===== config.mk =====
export PLATFORM = sky130hd
export DESIGN_NAME = fifo_read_arb_flat
export DESIGN_NICKNAME = d
export VERILOG_FILES = /design/src/rtl/fifo_read_arb_pkg.sv /design/src/rtl/fifo_read_arb_if.sv /design/src/rtl/fifo_read_arb_rr_arbiter.sv /design/src/rtl/fifo_read_arb.sv /design/src/flat_wrapper.sv
export SDC_FILE = /design/constraint.sdc
export NUM_CORES = 1
export LEC_CHECK = 0
export ABC_AREA = 1
export CORE_ASPECT_RATIO = 1.1
export CORE_UTILIZATION = 49
export DETAILED_ROUTE_END_ITERATION = 16
export GPL_ROUTABILITY_DRIVEN = 0
export PLACE_DENSITY_LB_ADDON = 0.2
export RECOVER_POWER = 50
export SYNTH_ARGS = -nofsm -noshare
export SYNTH_HDL_FRONTEND = slang
export SYNTH_SLANG_ARGS = --single-unit

===== constraint.sdc =====
create_clock -name clk -period 3.5 [get_ports clk]
set_clock_uncertainty 0.05 [all_clocks]
set_input_delay 0.7 -clock clk [delete_from_list [all_inputs] [get_ports clk]]
set_output_delay 0.7 -clock clk [all_outputs]
set_load 0.01 [all_outputs]

===== src/rtl/fifo_read_arb_pkg.sv =====
// Shared types, default sizes and one-hot/index helpers for the FIFO read arbiter.
package fifo_pkg;

  typedef enum logic {
    ST_IDLE = 1'b0,
    ST_OWN  = 1'b1
  } state_e;

  localparam int unsigned CH_NUM_DEF    = 8;
  localparam int unsigned MAX_BURST_DEF = 4;

  // Helpers work on a fixed 32-channel span; callers cast to their own width.
  localparam int unsigned CH_MAX   = 32;
  localparam int unsigned CH_IDX_W = 5;

  // Binary index to one-hot vector.
  function automatic logic [CH_MAX-1:0] idx2oh(input logic [CH_IDX_W-1:0] idx);
    return CH_MAX'(1) << idx;
  endfunction

  // One-hot vector to binary index (OR-reduction, assumes at most one bit set).
  function automatic logic [CH_IDX_W-1:0] oh2idx(input logic [CH_MAX-1:0] oh);
    logic [CH_IDX_W-1:0] r;
    r = '0;
    for (int i = 0; i < CH_MAX; i++) begin
      if (oh[i]) r = r | CH_IDX_W'(i);
    end
    return r;
  endfunction

endpackage


===== src/rtl/fifo_read_arb_if.sv =====
// Channel-side and FIFO-side signals of the read arbiter, bundled as one bus.
interface fifo_read_arb_if
  import fifo_pkg::*;
#(
  parameter int unsigned CH_NUM = CH_NUM_DEF,
  parameter int unsigned CH_W   = $clog2(CH_NUM)
);
  logic [CH_NUM-1:0] block;
  logic [CH_NUM-1:0] rd_req;
  logic [CH_NUM-1:0] rd_only_i;
  logic              empty;
  logic              rd_en;
  logic              rd_only;
  logic [CH_NUM-1:0] grant;
  logic [CH_W-1:0]   grant_id;
  logic              grant_vld;
  logic [CH_NUM-1:0] rd_ack;
  logic              burst_done;
  logic              busy;

  // Requesters and FIFO flags drive this side.
  modport master (
    output block, rd_req, rd_only_i, empty,
    input  rd_en, rd_only, grant, grant_id, grant_vld, rd_ack, burst_done, busy
  );

  // The arbiter itself.
  modport slave (
    input  block, rd_req, rd_only_i, empty,
    output rd_en, rd_only, grant, grant_id, grant_vld, rd_ack, burst_done, busy
  );
endinterface


===== src/rtl/fifo_read_arb_rr_arbiter.sv =====
// Rotating-priority pick: first requester at or after ptr, wrapping to 0.
module rr_arbiter
  import fifo_pkg::*;
#(
  parameter int unsigned CH_NUM = CH_NUM_DEF,
  parameter int unsigned CH_W   = $clog2(CH_NUM)
) (
  input  logic [CH_NUM-1:0] req,
  input  logic [CH_W-1:0]   ptr,
  output logic [CH_NUM-1:0] gnt,
  output logic [CH_W-1:0]   gnt_id,
  output logic              gnt_vld
);

  logic [CH_W-1:0] cand;

  // Scan channels in priority order starting at ptr; keep the first hit.
  always_comb begin
    gnt_id  = '0;
    gnt_vld = 1'b0;
    cand    = '0;
    for (int unsigned k = 0; k < CH_NUM; k++) begin
      cand = CH_W'((32'(ptr) + k) % CH_NUM);
      if (!gnt_vld && req[cand]) begin
        gnt_vld = 1'b1;
        gnt_id  = cand;
      end
    end
    gnt = gnt_vld ? CH_NUM'(idx2oh(CH_IDX_W'(gnt_id))) : '0;
  end

endmodule


===== src/rtl/fifo_read_arb.sv =====
// Round-robin arbiter granting one channel at a time onto the FIFO read port,
// with burst limiting, empty/block gating and peek (non-popping) reads.
module fifo_read_arb
  import fifo_pkg::*;
#(
  parameter int unsigned CH_NUM    = CH_NUM_DEF,
  parameter int unsigned CH_W      = $clog2(CH_NUM),
  parameter int unsigned MAX_BURST = MAX_BURST_DEF,
  parameter int unsigned BC_W      = $clog2(MAX_BURST + 1)
) (
  input logic             clk,
  input logic             rst,
  fifo_read_arb_if.slave  bus
);

  state_e            state_q, state_d;
  logic [CH_NUM-1:0] grant_q, grant_d;
  logic [CH_W-1:0]   grant_id_q, grant_id_d;
  logic              grant_vld_q, grant_vld_d;
  logic [CH_W-1:0]   ptr_q, ptr_d;
  logic [BC_W-1:0]   cnt_q, cnt_d;
  logic              busy_q, busy_d;
  logic              burst_done_q, burst_done_d;

  logic              stall_c;
  logic              owner_req_c;
  logic              owner_peek_c;
  logic              rd_en_c;
  logic              rd_only_c;
  logic              pop_c;
  logic [CH_W-1:0]   ptr_next_c;

  logic [CH_NUM-1:0] arb_gnt;
  logic [CH_W-1:0]   arb_id;
  logic              arb_vld;

  rr_arbiter #(
    .CH_NUM (CH_NUM),
    .CH_W   (CH_W)
  ) u_rr (
    .req     (bus.rd_req),
    .ptr     (ptr_q),
    .gnt     (arb_gnt),
    .gnt_id  (arb_id),
    .gnt_vld (arb_vld)
  );

  // A block bit stalls immediately and, via busy, for one more cycle.
  assign stall_c      = (|bus.block) | busy_q;
  assign owner_req_c  = bus.rd_req[grant_id_q];
  assign owner_peek_c = bus.rd_only_i[grant_id_q];
  assign ptr_next_c   = (grant_id_q == CH_W'(CH_NUM - 1)) ? '0 : grant_id_q + CH_W'(1);

  // Next-state, beat gating, burst counting and release.
  always_comb begin
    state_d      = state_q;
    grant_d      = grant_q;
    grant_id_d   = grant_id_q;
    grant_vld_d  = grant_vld_q;
    ptr_d        = ptr_q;
    cnt_d        = cnt_q;
    busy_d       = |bus.block;
    burst_done_d = 1'b0;
    rd_en_c      = 1'b0;
    rd_only_c    = 1'b0;
    pop_c        = 1'b0;

    case (state_q)
      ST_IDLE: begin
        if (!stall_c && arb_vld) begin
          state_d     = ST_OWN;
          grant_d     = arb_gnt;
          grant_id_d  = arb_id;
          grant_vld_d = 1'b1;
          cnt_d       = '0;
        end
      end
      ST_OWN: begin
        rd_en_c   = owner_req_c & ~bus.empty & ~stall_c;
        rd_only_c = rd_en_c & owner_peek_c;
        pop_c     = rd_en_c & ~owner_peek_c;
        if (pop_c) cnt_d = cnt_q + BC_W'(1);
        if (!owner_req_c || (pop_c && cnt_q == BC_W'(MAX_BURST - 1))) begin
          state_d      = ST_IDLE;
          grant_d      = '0;
          grant_id_d   = '0;
          grant_vld_d  = 1'b0;
          ptr_d        = ptr_next_c;
          cnt_d        = '0;
          burst_done_d = 1'b1;
        end
      end
      default: begin
        state_d     = ST_IDLE;
        grant_d     = '0;
        grant_id_d  = '0;
        grant_vld_d = 1'b0;
        cnt_d       = '0;
      end
    endcase
  end

  // State and ownership registers.
  always_ff @(posedge clk or posedge rst) begin
    if (rst) begin
      state_q      <= ST_IDLE;
      grant_q      <= '0;
      grant_id_q   <= '0;
      grant_vld_q  <= 1'b0;
      ptr_q        <= '0;
      cnt_q        <= '0;
      busy_q       <= 1'b0;
      burst_done_q <= 1'b0;
    end else begin
      state_q      <= state_d;
      grant_q      <= grant_d;
      grant_id_q   <= grant_id_d;
      grant_vld_q  <= grant_vld_d;
      ptr_q        <= ptr_d;
      cnt_q        <= cnt_d;
      busy_q       <= busy_d;
      burst_done_q <= burst_done_d;
    end
  end

  assign bus.rd_en      = rd_en_c;
  assign bus.rd_only    = rd_only_c;
  assign bus.rd_ack     = rd_en_c ? grant_q : '0;
  assign bus.grant      = grant_q;
  assign bus.grant_id   = grant_id_q;
  assign bus.grant_vld  = grant_vld_q;
  assign bus.burst_done = burst_done_q;
  assign bus.busy       = busy_q;

endmodule


===== src/flat_wrapper.sv =====
// flat-port wrapper written by rule: the top's interface ports become plain ports
module fifo_read_arb_flat import fifo_pkg::*;
#(
  parameter int unsigned CH_NUM    = CH_NUM_DEF,
  parameter int unsigned CH_W      = $clog2(CH_NUM),
  parameter int unsigned MAX_BURST = MAX_BURST_DEF,
  parameter int unsigned BC_W      = $clog2(MAX_BURST + 1)
)
  (clk, rst, bus_block, bus_rd_req, bus_rd_only_i, bus_empty, bus_rd_en, bus_rd_only, bus_grant, bus_grant_id, bus_grant_vld, bus_rd_ack, bus_burst_done, bus_busy);
  fifo_read_arb_if #(.CH_NUM(CH_NUM), .CH_W(CH_W)) bus_i ();
  input logic clk;
  input logic rst;
  input wire logic [$bits(bus_i.block)-1:0] bus_block;
  input wire logic [$bits(bus_i.rd_req)-1:0] bus_rd_req;
  input wire logic [$bits(bus_i.rd_only_i)-1:0] bus_rd_only_i;
  input wire logic [$bits(bus_i.empty)-1:0] bus_empty;
  output wire logic [$bits(bus_i.rd_en)-1:0] bus_rd_en;
  output wire logic [$bits(bus_i.rd_only)-1:0] bus_rd_only;
  output wire logic [$bits(bus_i.grant)-1:0] bus_grant;
  output wire logic [$bits(bus_i.grant_id)-1:0] bus_grant_id;
  output wire logic [$bits(bus_i.grant_vld)-1:0] bus_grant_vld;
  output wire logic [$bits(bus_i.rd_ack)-1:0] bus_rd_ack;
  output wire logic [$bits(bus_i.burst_done)-1:0] bus_burst_done;
  output wire logic [$bits(bus_i.busy)-1:0] bus_busy;
  assign bus_i.block = bus_block;
  assign bus_i.rd_req = bus_rd_req;
  assign bus_i.rd_only_i = bus_rd_only_i;
  assign bus_i.empty = bus_empty;
  assign bus_rd_en = bus_i.rd_en;
  assign bus_rd_only = bus_i.rd_only;
  assign bus_grant = bus_i.grant;
  assign bus_grant_id = bus_i.grant_id;
  assign bus_grant_vld = bus_i.grant_vld;
  assign bus_rd_ack = bus_i.rd_ack;
  assign bus_burst_done = bus_i.burst_done;
  assign bus_busy = bus_i.busy;
  fifo_read_arb #(.CH_NUM(CH_NUM), .CH_W(CH_W), .MAX_BURST(MAX_BURST), .BC_W(BC_W)) u_core (.clk(clk), .rst(rst), .bus(bus_i));
endmodule

Yosys cells after proc, flatten, opt, wreduce, memory -nomap -nowiden
Cells that the tools add are included. Widths: inputs -> output; s select.

Register bits: 21. Bits in latches: 0. Memory bits (writable): 0. Memory bits (read-only): 0. Bits of input ports: 27. Output and inout bits: 24. Word-level logic and storage cells: 123. Memories kept: 0.

Add/sub/neg operators: 9. $mul: 0. Div/mod/pow operators: 0. $lt $le $gt $ge: 9. Equality and inequality tests: 5. Shift-type cells: 1. Multiplexer cells: 59. Bitwise logic cells: 9. Reductions and logical operators: 23.

Operators by type and width (count): $mux 3 (14); $lt 3x4->1 const B (9); $mux 8 (4); $bmux 1 s3 (10); $mux 1 (26); $pmux 8 s2 (1); $add 3x3->3 const B (4); $pmux 3 s2 (2); $add 3x1->3 const B (3); $logic_and 1x1->1 (9); $logic_not 1->1 (9); $reduce_or 8->1 (1); $shl 1x3->8 const A (1); $add 3x2->3 const B (2); $reduce_and 2->1 (3); $and 1x1->1 (4); $not 1->1 (4); $pmux 1 s2 (2); $eq 3x2->1 const B (1); $eq 3x3->1 const B (1); $ne 3x3->1 const B (1); $ne 2x1->1 const B (1); $ne 2x2->1 const B (1); $logic_or 1x1->1 (1); $or 1x1->1 (1).

Longest topological paths before layout
Gate-level depths: netlist of the first run.

Depth after elaboration: 28. Depth in mapped cells: 21. Depth with buffers taken out: 19.

By module
From an unflattened synthesis of the first run, not the netlist that was laid out.

Cell total of the unflattened synthesis: 349. Area total of the unflattened synthesis: 2162.1 µm².

By module, submodules not included: fifo_read_arb (times used 1, cells an instance 180, area an instance 1266.2 µm², sequential area each 525.5 µm²); rr_arbiter (times used 1, cells an instance 169, area an instance 895.9 µm², sequential area each 0.0 µm²).

Worst setup path before layout of the first run
OpenSTA, ideal clock, no wires.

Kind: reg2reg. From: register u_core.ptr_q[0]. To: register u_core.grant_q[4], in the netlist u_core.bus.grant[4]. Library setup time: 116 ps. Arrival: 2291 ps. Data required time: 3334 ps. Setup slack: 1043 ps. Stages on the path, launching flop included: 19. Path buffers: 2. Clock period less this slack: 2457 ps. Path through: dfrtp_1 -> buf_6 -> inv_4 -> buf_6 -> ha_1 -> inv_1 -> nand3_1 -> nand3_2 -> nand2_2 -> nor2_8 -> nand4_4 -> nor2_4 -> nand3b_4 -> nand3_2 -> inv_2 -> nand2_2 -> inv_2 -> nand2_1 -> nand2_1.

Cells in the longest elaborated chain, start to end: 28. Elaborated cells on any way between the ends: 60. Classes of those cells: 7 x add/sub; 1 x eq/ne; 1 x shift; 35 x mux; 16 x reduce/logical.

Ends and longest elaborated chain: start: declaration (line fifo_read_arb.sv:20) `logic [CH_W-1:0] ptr_q, ptr_d;`; start signal: assignment (line fifo_read_arb.sv:119) `ptr_q <= ptr_d;`; parallel branches: the longest is 28 deep, another holds $add 3x1->3; end signal: assignment (line fifo_read_arb.sv:116) `grant_q <= grant_d;`; end: declaration (line fifo_read_arb.sv:17) `logic [CH_NUM-1:0] grant_q, grant_d;`.

Parallel ways; which one is timed is not known. The select of a mux whose other input is x is not followed. A chain may end at the register's enable or synchronous reset.

Worst setup path in the final report of the first run
From: input bus_block[7]. To: output bus_rd_only.

Cells in the longest elaborated chain, start to end: 6.

Ends and longest elaborated chain: start: declaration (line flat_wrapper.sv:13) `input wire logic [$bits(bus_i.block)-1:0] bus_block;`; $reduce_or 8->1 (line fifo_read_arb.sv:49) `assign stall_c = (|bus.block) | busy_q;`; $or 1x1->1 (line fifo_read_arb.sv:49); $not 1->1 (line fifo_read_arb.sv:79) `rd_en_c = owner_req_c & ~bus.empty & ~stall_c;`; $and 1x1->1 (line fifo_read_arb.sv:79); $and 1x1->1 (line fifo_read_arb.sv:80) `rd_only_c = rd_en_c & owner_peek_c;`; $mux 1 (line fifo_read_arb.sv:68) `case (state_q)`; end: declaration (line flat_wrapper.sv:18) `output wire logic [$bits(bus_i.rd_only)-1:0] bus_rd_only;`.

Every way passes these cells.

==> results of run 1 <==
-- layer usage --
metal	vias to the layer above	part of all wire	track usage
li1	1050	-	-
met1	915	0.43	0.283
met2	54	0.53	0.478
met3	7	0.032	0.0217
met4	0	0.012	0.0814
met5	-	0	0
-- logic make-up after synthesis --
family,after synthesis,share of synthesized area
and+or+nand+nor,188,0.481
buffers and inverters,46,0.104
AOI/OAI and AO/OA,29,0.0866
DFF,21,0.267
adders and majority gates,6,0.0382
xor gates and xnor gates,4,0.0178
muxes,1,0.00509
-- worst min path at each step --
stage,depth (start not counted),slack (ns),startpoint,endpoint
final,2,0.44,u_core.bus.grant_vld$_DFFE_PP0P_,u_core.bus.grant_vld$_DFFE_PP0P_
after global routing,2,0.46,u_core.bus.grant_vld$_DFFE_PP0P_,u_core.bus.grant_vld$_DFFE_PP0P_
after CTS,2,0.45,u_core.bus.grant_vld$_DFFE_PP0P_,u_core.bus.grant_vld$_DFFE_PP0P_
after detailed placement,2,0.42,u_core.bus.grant_vld$_DFFE_PP0P_,u_core.bus.grant_vld$_DFFE_PP0P_
after global placement,2,0.42,u_core.bus.grant_vld$_DFFE_PP0P_,u_core.bus.grant_vld$_DFFE_PP0P_
after floorplan,2,0.43,u_core.cnt_q[1]$_DFFE_PP0P_,u_core.cnt_q[1]$_DFFE_PP0P_
-- synthesized netlist by cell type --
master	instances	area [µm²]
nand2_1	79	297
nand3_1	39	195
nor2_1	35	131
inv_1	33	124
dfrtp_1	21	526
nand2_2	11	68.8
o21ai_0	9	45.0
nand3_2	7	70.1
o21ai_1	7	35.0
ha_1	6	75.1
nand4_1	6	37.5
inv_2	5	18.8
nand2_4	3	33.8
o21bai_1	3	22.5
o22ai_1	3	18.8
a21oi_1	2	10.0
buf_4	2	15.0
buf_6	2	22.5
nor2_2	2	12.5
xnor2_1	2	17.5
xor2_1	2	17.5
a31oi_1	1	6.26
a32oi_1	1	8.76
and2_2	1	7.51
buf_2	1	5.00
clkinv_1	1	3.75
clkinv_4	1	8.76
inv_4	1	6.26
mux2i_1	1	10.0
nand2_8	1	20.0
nand3b_4	1	20.0
nand4_4	1	21.3
nor2_4	1	11.3
nor2_8	1	20.0
o21a_1	1	7.51
o21ai_2	1	8.76
o31ai_1	1	7.51
-- sequential cells by signal, summed over array words and instances (netlist names) --
register,flops
u_core.cnt_q,3
u_core.bus.grant,8
u_core.bus.grant_vld,1
u_core.bus.grant_id,3
u_core.state_q,1
u_core.bus.burst_done,1
u_core.ptr_q,3
u_core.bus.busy,1
-- area by class of cell --
| class | instances | area (µm²) | area share |
|---|---|---|---|
| Timing Repair Buffer | 50 | 500 | 0.196 |
| Inverter | 41 | 161 | 0.0634 |
| Clock buffer | 3 | 41.3 | 0.0162 |
| Multi-Input combinational cell | 228 | 1250 | 0.491 |
| Tap cell | 50 | 62.6 | 0.0246 |
| Clock inverter | 1 | 5.00 | 0.00196 |
| Sequential cell | 21 | 526 | 0.206 |
-- critical path, stage by stage --
cell,delay [ns]
clkdlybuf4s50_1,0.39
nor2_1,0.10
nand2_1,0.06
nor2_1,0.15
nand2_1,0.14
nor2_2,0.21
nand3_4,0.16
nor2_1,0.13
clkdlybuf4s50_1,0.55
-- power by group through the flow --
| stage | Combinational (mW) | Clock [mW] | Sequential, mW |
|---|---|---|---|
| 6_report | 0.0953 | 0.160 | 0.243 |
| 5_1_grt | 0.106 | 0.169 | 0.243 |
| 4_1_cts | 0.0953 | 0.159 | 0.243 |
| 3_5_place_dp | 0.0949 | 0 | 0.248 |
| 3_3_place_gp | 0.0933 | 0 | 0.248 |
| 2_1_floorplan | 0.0521 | 0 | 0.248 |
-- timing repair --
item	4_1_cts	5_1_grt
resized for setup	1	2
hold buffers	0	0
setup endpoints to repair	6	10
==> impl_metrics.csv, run 1 <==
group,metric,value,unit
synthesis,synthesis.nets,328,
detailed_routing,drt-wirelength-per-cell,12.7,µm
synthesis,ys.warnings.count,0,
critical_path,worstRegToRegCells,16,
timing,hold_ws,0.438,ns
clocking,clkLatencyLatePin,0.26,ns
power,pwr_density_cell,196,nW/µm²
power,clkPwrFrac,0.321,
critical_path,startpoint_type,"input port",
timing,finalHoldViolCount,0,
floorplanning,io_pins,51,
power,intPower,367,µW
layout,final_util,0.681,
floorplanning,initial_core_util,0.525,
synthesis,syn_inst,295,
synthesis,synth_seq_area_share,0.267,
clocking,cts_tree,"built",
power,power_frac_seq,0.487,
floorplanning,dieWidth,62.4,µm
place,dpl_worst_slack,-0.0160,ns
critical_path,ff2ff_setup_slack,0.56,ns
critical_path,crit_path_start,"bus_block[7]",
timing,max_freq,300,MHz
layout,final.fill_count,358,
place,dpl_cell_area,2490,µm²
grt,grt_pass1_wl,8240,µm
timing,finalCriticalPeriod,3.34,ns
place,post-place-cells,390,
synthesis,avgSynthCellArea,6.66,µm²
power,finalPower,499,µW
floorplanning,dieArea,4270,µm²
detailed_routing,drtIter0Drc,109,
critical_path,regToRegStartpoint,"u_core.ptr_q[0]$_DFFE_PP0P_",
place,dp_hpwl,4040,µm
detailed_routing,routed_wl,5000,µm
clocking,cts-htree-levels,1,
power,p_leak,1.25,nW
clocking,clockBufferDepth,2,
critical_path,cp_max_fo,10,
timing,drv_slew,0,
timing,fin_ws,0.163,ns
place,port_buffers,50,
timing,maxSlewHeadroom,0.478,
layout,instances_no_fill,394,
clocking,post_cts_buffers,0,
critical_path,worst_ep_required_time,2.75,ns
layout,nets,378,
grt,gr-usage-all-layers,0.244,
floorplanning,rows,23,
critical_path,crit_arrival,2.59,ns
layout,final_area,2550,µm²
critical_path,critPathCaptureType,"output pin",
grt,grt_antenna_before_repair,0,
clocking,path_clk_slew,0.08,ns
floorplanning,die_h,68.4,µm
clocking,cts_root_buffer,"clkbuf_8",
detailed_routing,drc,0,
timing,post-route-period-util,0.953,
grt,overflow,0,
outcome,run_status,"finished, final reports clean",
synthesis,synth-seq-cells,21,
clocking,cts_buffers,3,
timing,worstMarginPinSlew,0.782,ns
detailed_routing,drtAntennaViolNets,0,
timing,setup_violations,0,
power,switching_share,0.263,
layout,area_growth,29.6,%
power,ir_drop,0.302,mV
grt,grt_max_degree,22,
synthesis,synth.distinct_cells,37,
floorplanning,coreArea,3740,µm²
layout,n_antenna_cell,0,
critical_path,worst-setup-path-type,"in -> out",
power,combPwrFrac,0.191,
layout,final_cell_mix,"nand2_1, nand3_1, clkdlybuf4s50_1",
power,switchingPower,131,µW
detailed_routing,via_per_inst,5.14,
job,cap_violations,0,
critical_path,endpoint,"bus_rd_only",
detailed_routing,dr.pass1.iters,4,
timing,rsz0062_at_grt,"false",
critical_path,r2r_end,"u_core.bus.grant[5]$_DFFE_PP0P_",
worst_hold_path,hold_class,"reg -> reg",
synthesis,syn_area,1970,µm²
timing,setup_tns,0,ns
layout,mostFrequentLayoutCell,"nand2_1",
layout,drive_gt1_frac,0.125,
grt,grt_pass1_vias,1944,
clocking,cts_sinks,21,
detailed_routing,vias,2026,
Note: power is estimated with default switching activity, not from simulation.
==> run 2: changes to the inputs <==
--- a/config.mk
+++ b/config.mk
@@ -7,7 +7,7 @@
 export LEC_CHECK = 0
 export ABC_AREA = 1
 export CORE_ASPECT_RATIO = 1.1
-export CORE_UTILIZATION = 49
+export CORE_UTILIZATION = 30
 export DETAILED_ROUTE_END_ITERATION = 16
 export GPL_ROUTABILITY_DRIVEN = 0
 export PLACE_DENSITY_LB_ADDON = 0.2
==> impl_metrics.csv, run 2 (synthesized netlist as in run 1, its figures left out) <==
group,metric,value,unit
layout,final_area,2610,µm²
critical_path,cp_max_fo,10,
grt,grt_pass1_vias,1987,
timing,max_freq,301,MHz
grt,overflow,0,
floorplanning,dieWidth,79.2,µm
clocking,cts_tree,"built",
job,cap_violations,0,
critical_path,cp_num_buf_inv,3,
clocking,cts_root_buffer,"clkbuf_8",
timing,rsz0062_at_grt,"false",
layout,nets,381,
place,port_buffers,50,
critical_path,worst-setup-path-type,"in -> out",
floorplanning,initial_core_util,0.315,
detailed_routing,drt-wirelength-per-cell,11.9,µm
grt,gr-usage-all-layers,0.160,
clocking,cts-htree-levels,1,
critical_path,path_delay_family,"buffers and inverters",
timing,worstMarginPinSlew,0.796,ns
detailed_routing,vias,2003,
grt,grt_max_degree,22,
clocking,clockBufferDepth,2,
power,ir_drop,0.185,mV
grt,grt_antenna_before_repair,0,
timing,drv_slew,0,
critical_path,crit_chain,"clkdlybuf4s50_1 -> o21ai_0 -> o22ai_1 -> mux2i_1 -> inv_1 -> nand3_4 -> nor2_1 -> clkdlybuf4s50_1",
grt,grt.met2_usage,0.292,
clocking,cts_buffers,3,
layout,final_cell_mix,"nand2_1, nand3_1, clkdlybuf4s50_1",
place,dp_hpwl,4220,µm
timing,post-route-period-util,0.950,
clocking,clkLatencyLatePin,0.26,ns
timing,maxSlewHeadroom,0.469,
grt,met3_usage,0.0168,
detailed_routing,routed_wl,5090,µm
layout,n_antenna_cell,0,
detailed_routing,dr.pass1.iters,4,
grt,grt_use_met1,0.196,
critical_path,crit_arrival,2.57,ns
layout,largest_register_ffs,8,
critical_path,slowest_delay,0.55,ns
outcome,run_status,"finished, final reports clean",
critical_path,critPathCaptureType,"output pin",
critical_path,worst_ep_required_time,2.75,ns
floorplanning,rows,30,
clocking,cts_sinks,21,
layout,drive_gt1_frac,0.130,
floorplanning,io_pins,51,
timing,finalHoldViolCount,0,
grt,grt_pass1_wl,8910,µm
detailed_routing,drtAntennaViolNets,0,
detailed_routing,drtIter0Drc,104,
critical_path,critical-path-slowest-cell,"clkdlybuf4s50_1",
grt,grt_busiest_layer,"met2",
critical_path,crit_top_cell,"clkdlybuf4s50_1",
worst_hold_path,min_path_cells,2,
critical_path,cp.depth,8,
timing,setup_violations,0,
worst_hold_path,hold_class,"reg -> reg",
layout,area_growth,32.6,%
power,p_leak,1.26,nW
detailed_routing,via_per_inst,4.69,
floorplanning,die_h,86.9,µm
critical_path,worstRegToRegCells,17,
floorplanning,dieArea,6880,µm²
critical_path,startpoint_type,"input port",
power,pwr_density_cell,192,nW/µm²
timing,finalCriticalPeriod,3.32,ns
clocking,path_clk_slew,0.08,ns
layout,mostFrequentLayoutCell,"nand2_1",
place,dpl_cell_area,2550,µm²
floorplanning,coreArea,6230,µm²
detailed_routing,drc,0,
power,finalPower,500,µW
-- run 2: layer usage --
| layer | share of wire | vias up |
|---|---|---|
| met5 | 0 | - |
| met1 | 0.45 | 906 |
| met2 | 0.51 | 33 |
| li1 | - | 1057 |
| met4 | 0.014 | 0 |
| met3 | 0.029 | 7 |
-- run 2: area by class of cell --
cell class,instances,area (µm²)
fill,695,3620
multi-input combinational,228,1250
sequential,21,526
timing repair buffer,53,523
inverter,41,161
tap,80,100
clock buffer,4,45.0
-- run 2: power breakdown --
| part | switching (mW) | internal [mW] | leakage, nW |
|---|---|---|---|
| combinational | 0.0508 | 0.0453 | 0.988 |
| clock | 0.0795 | 0.0811 | 0.0228 |
| sequential | 0.000295 | 0.243 | 0.252 |
-- run 2: worst paths after layout --
check / start / slack (ns) / endpoint
max reg2reg: u_core.ptr_q[1]$_DFFE_PP0P_ / 0.60 / u_core.bus.grant[1]$_DFFE_PP0P_
max in group asynchronous: rst / 1.93 / u_core.ptr_q[1]$_DFFE_PP0P_
min in group asynchronous: rst / 0.97 / u_core.bus.busy$_DFF_PP0_
min: u_core.bus.grant_vld$_DFFE_PP0P_ / 0.44 / u_core.bus.grant_vld$_DFFE_PP0P_
min reg2reg: u_core.bus.grant_vld$_DFFE_PP0P_ / 0.44 / u_core.bus.grant_vld$_DFFE_PP0P_
max: bus_rd_req[6] / 0.18 / bus_rd_only
-- run 2: repair_timing --
| action | CTS | global route |
|---|---|---|
| gates resized for setup | 1 | 2 |
| setup endpoints to repair | 9 | 9 |
| buffers inserted | 0 | 0 |
| hold buffers | 0 | 0 |
-- run 2: per-stage QoR --
| stage | hold slack [ns] | setup WS [ns] | TNS [ns] | instances | utilization |
|---|---|---|---|---|---|
| 2_1_floorplan | 0.430 | 1.04 | 0 | 295 | - |
| 3_3_place_gp | 0.420 | -0.0342 | -0.229 | 423 | 0.409 |
| 3_5_place_dp | 0.429 | -0.0176 | -0.0532 | 423 | 0.409 |
| 4_1_cts | 0.452 | 0.0983 | 0 | 427 | 0.417 |
| 5_1_grt | 0.452 | 0.0238 | 0 | 427 | 0.418 |
| 6_report | 0.438 | 0.176 | 0 | 427 | 0.418 |
-- run 2: worst register-to-register path, stage by stage (launching register included) --
cell     delay, ns
dfrtp_1       0.57
inv_2         0.14
ha_1          0.41
inv_1         0.27
nand3_1       0.18
nand2_1       0.11
nand2_1       0.05
nand2_1       0.12
nand3_1       0.13
nor2_2        0.15
nand4_1       0.12
nand2_1       0.09
nand2_1       0.08
nand2_2       0.09
inv_2         0.06
nor2_2        0.12
nand2_1       0.06
nand2_1       0.05
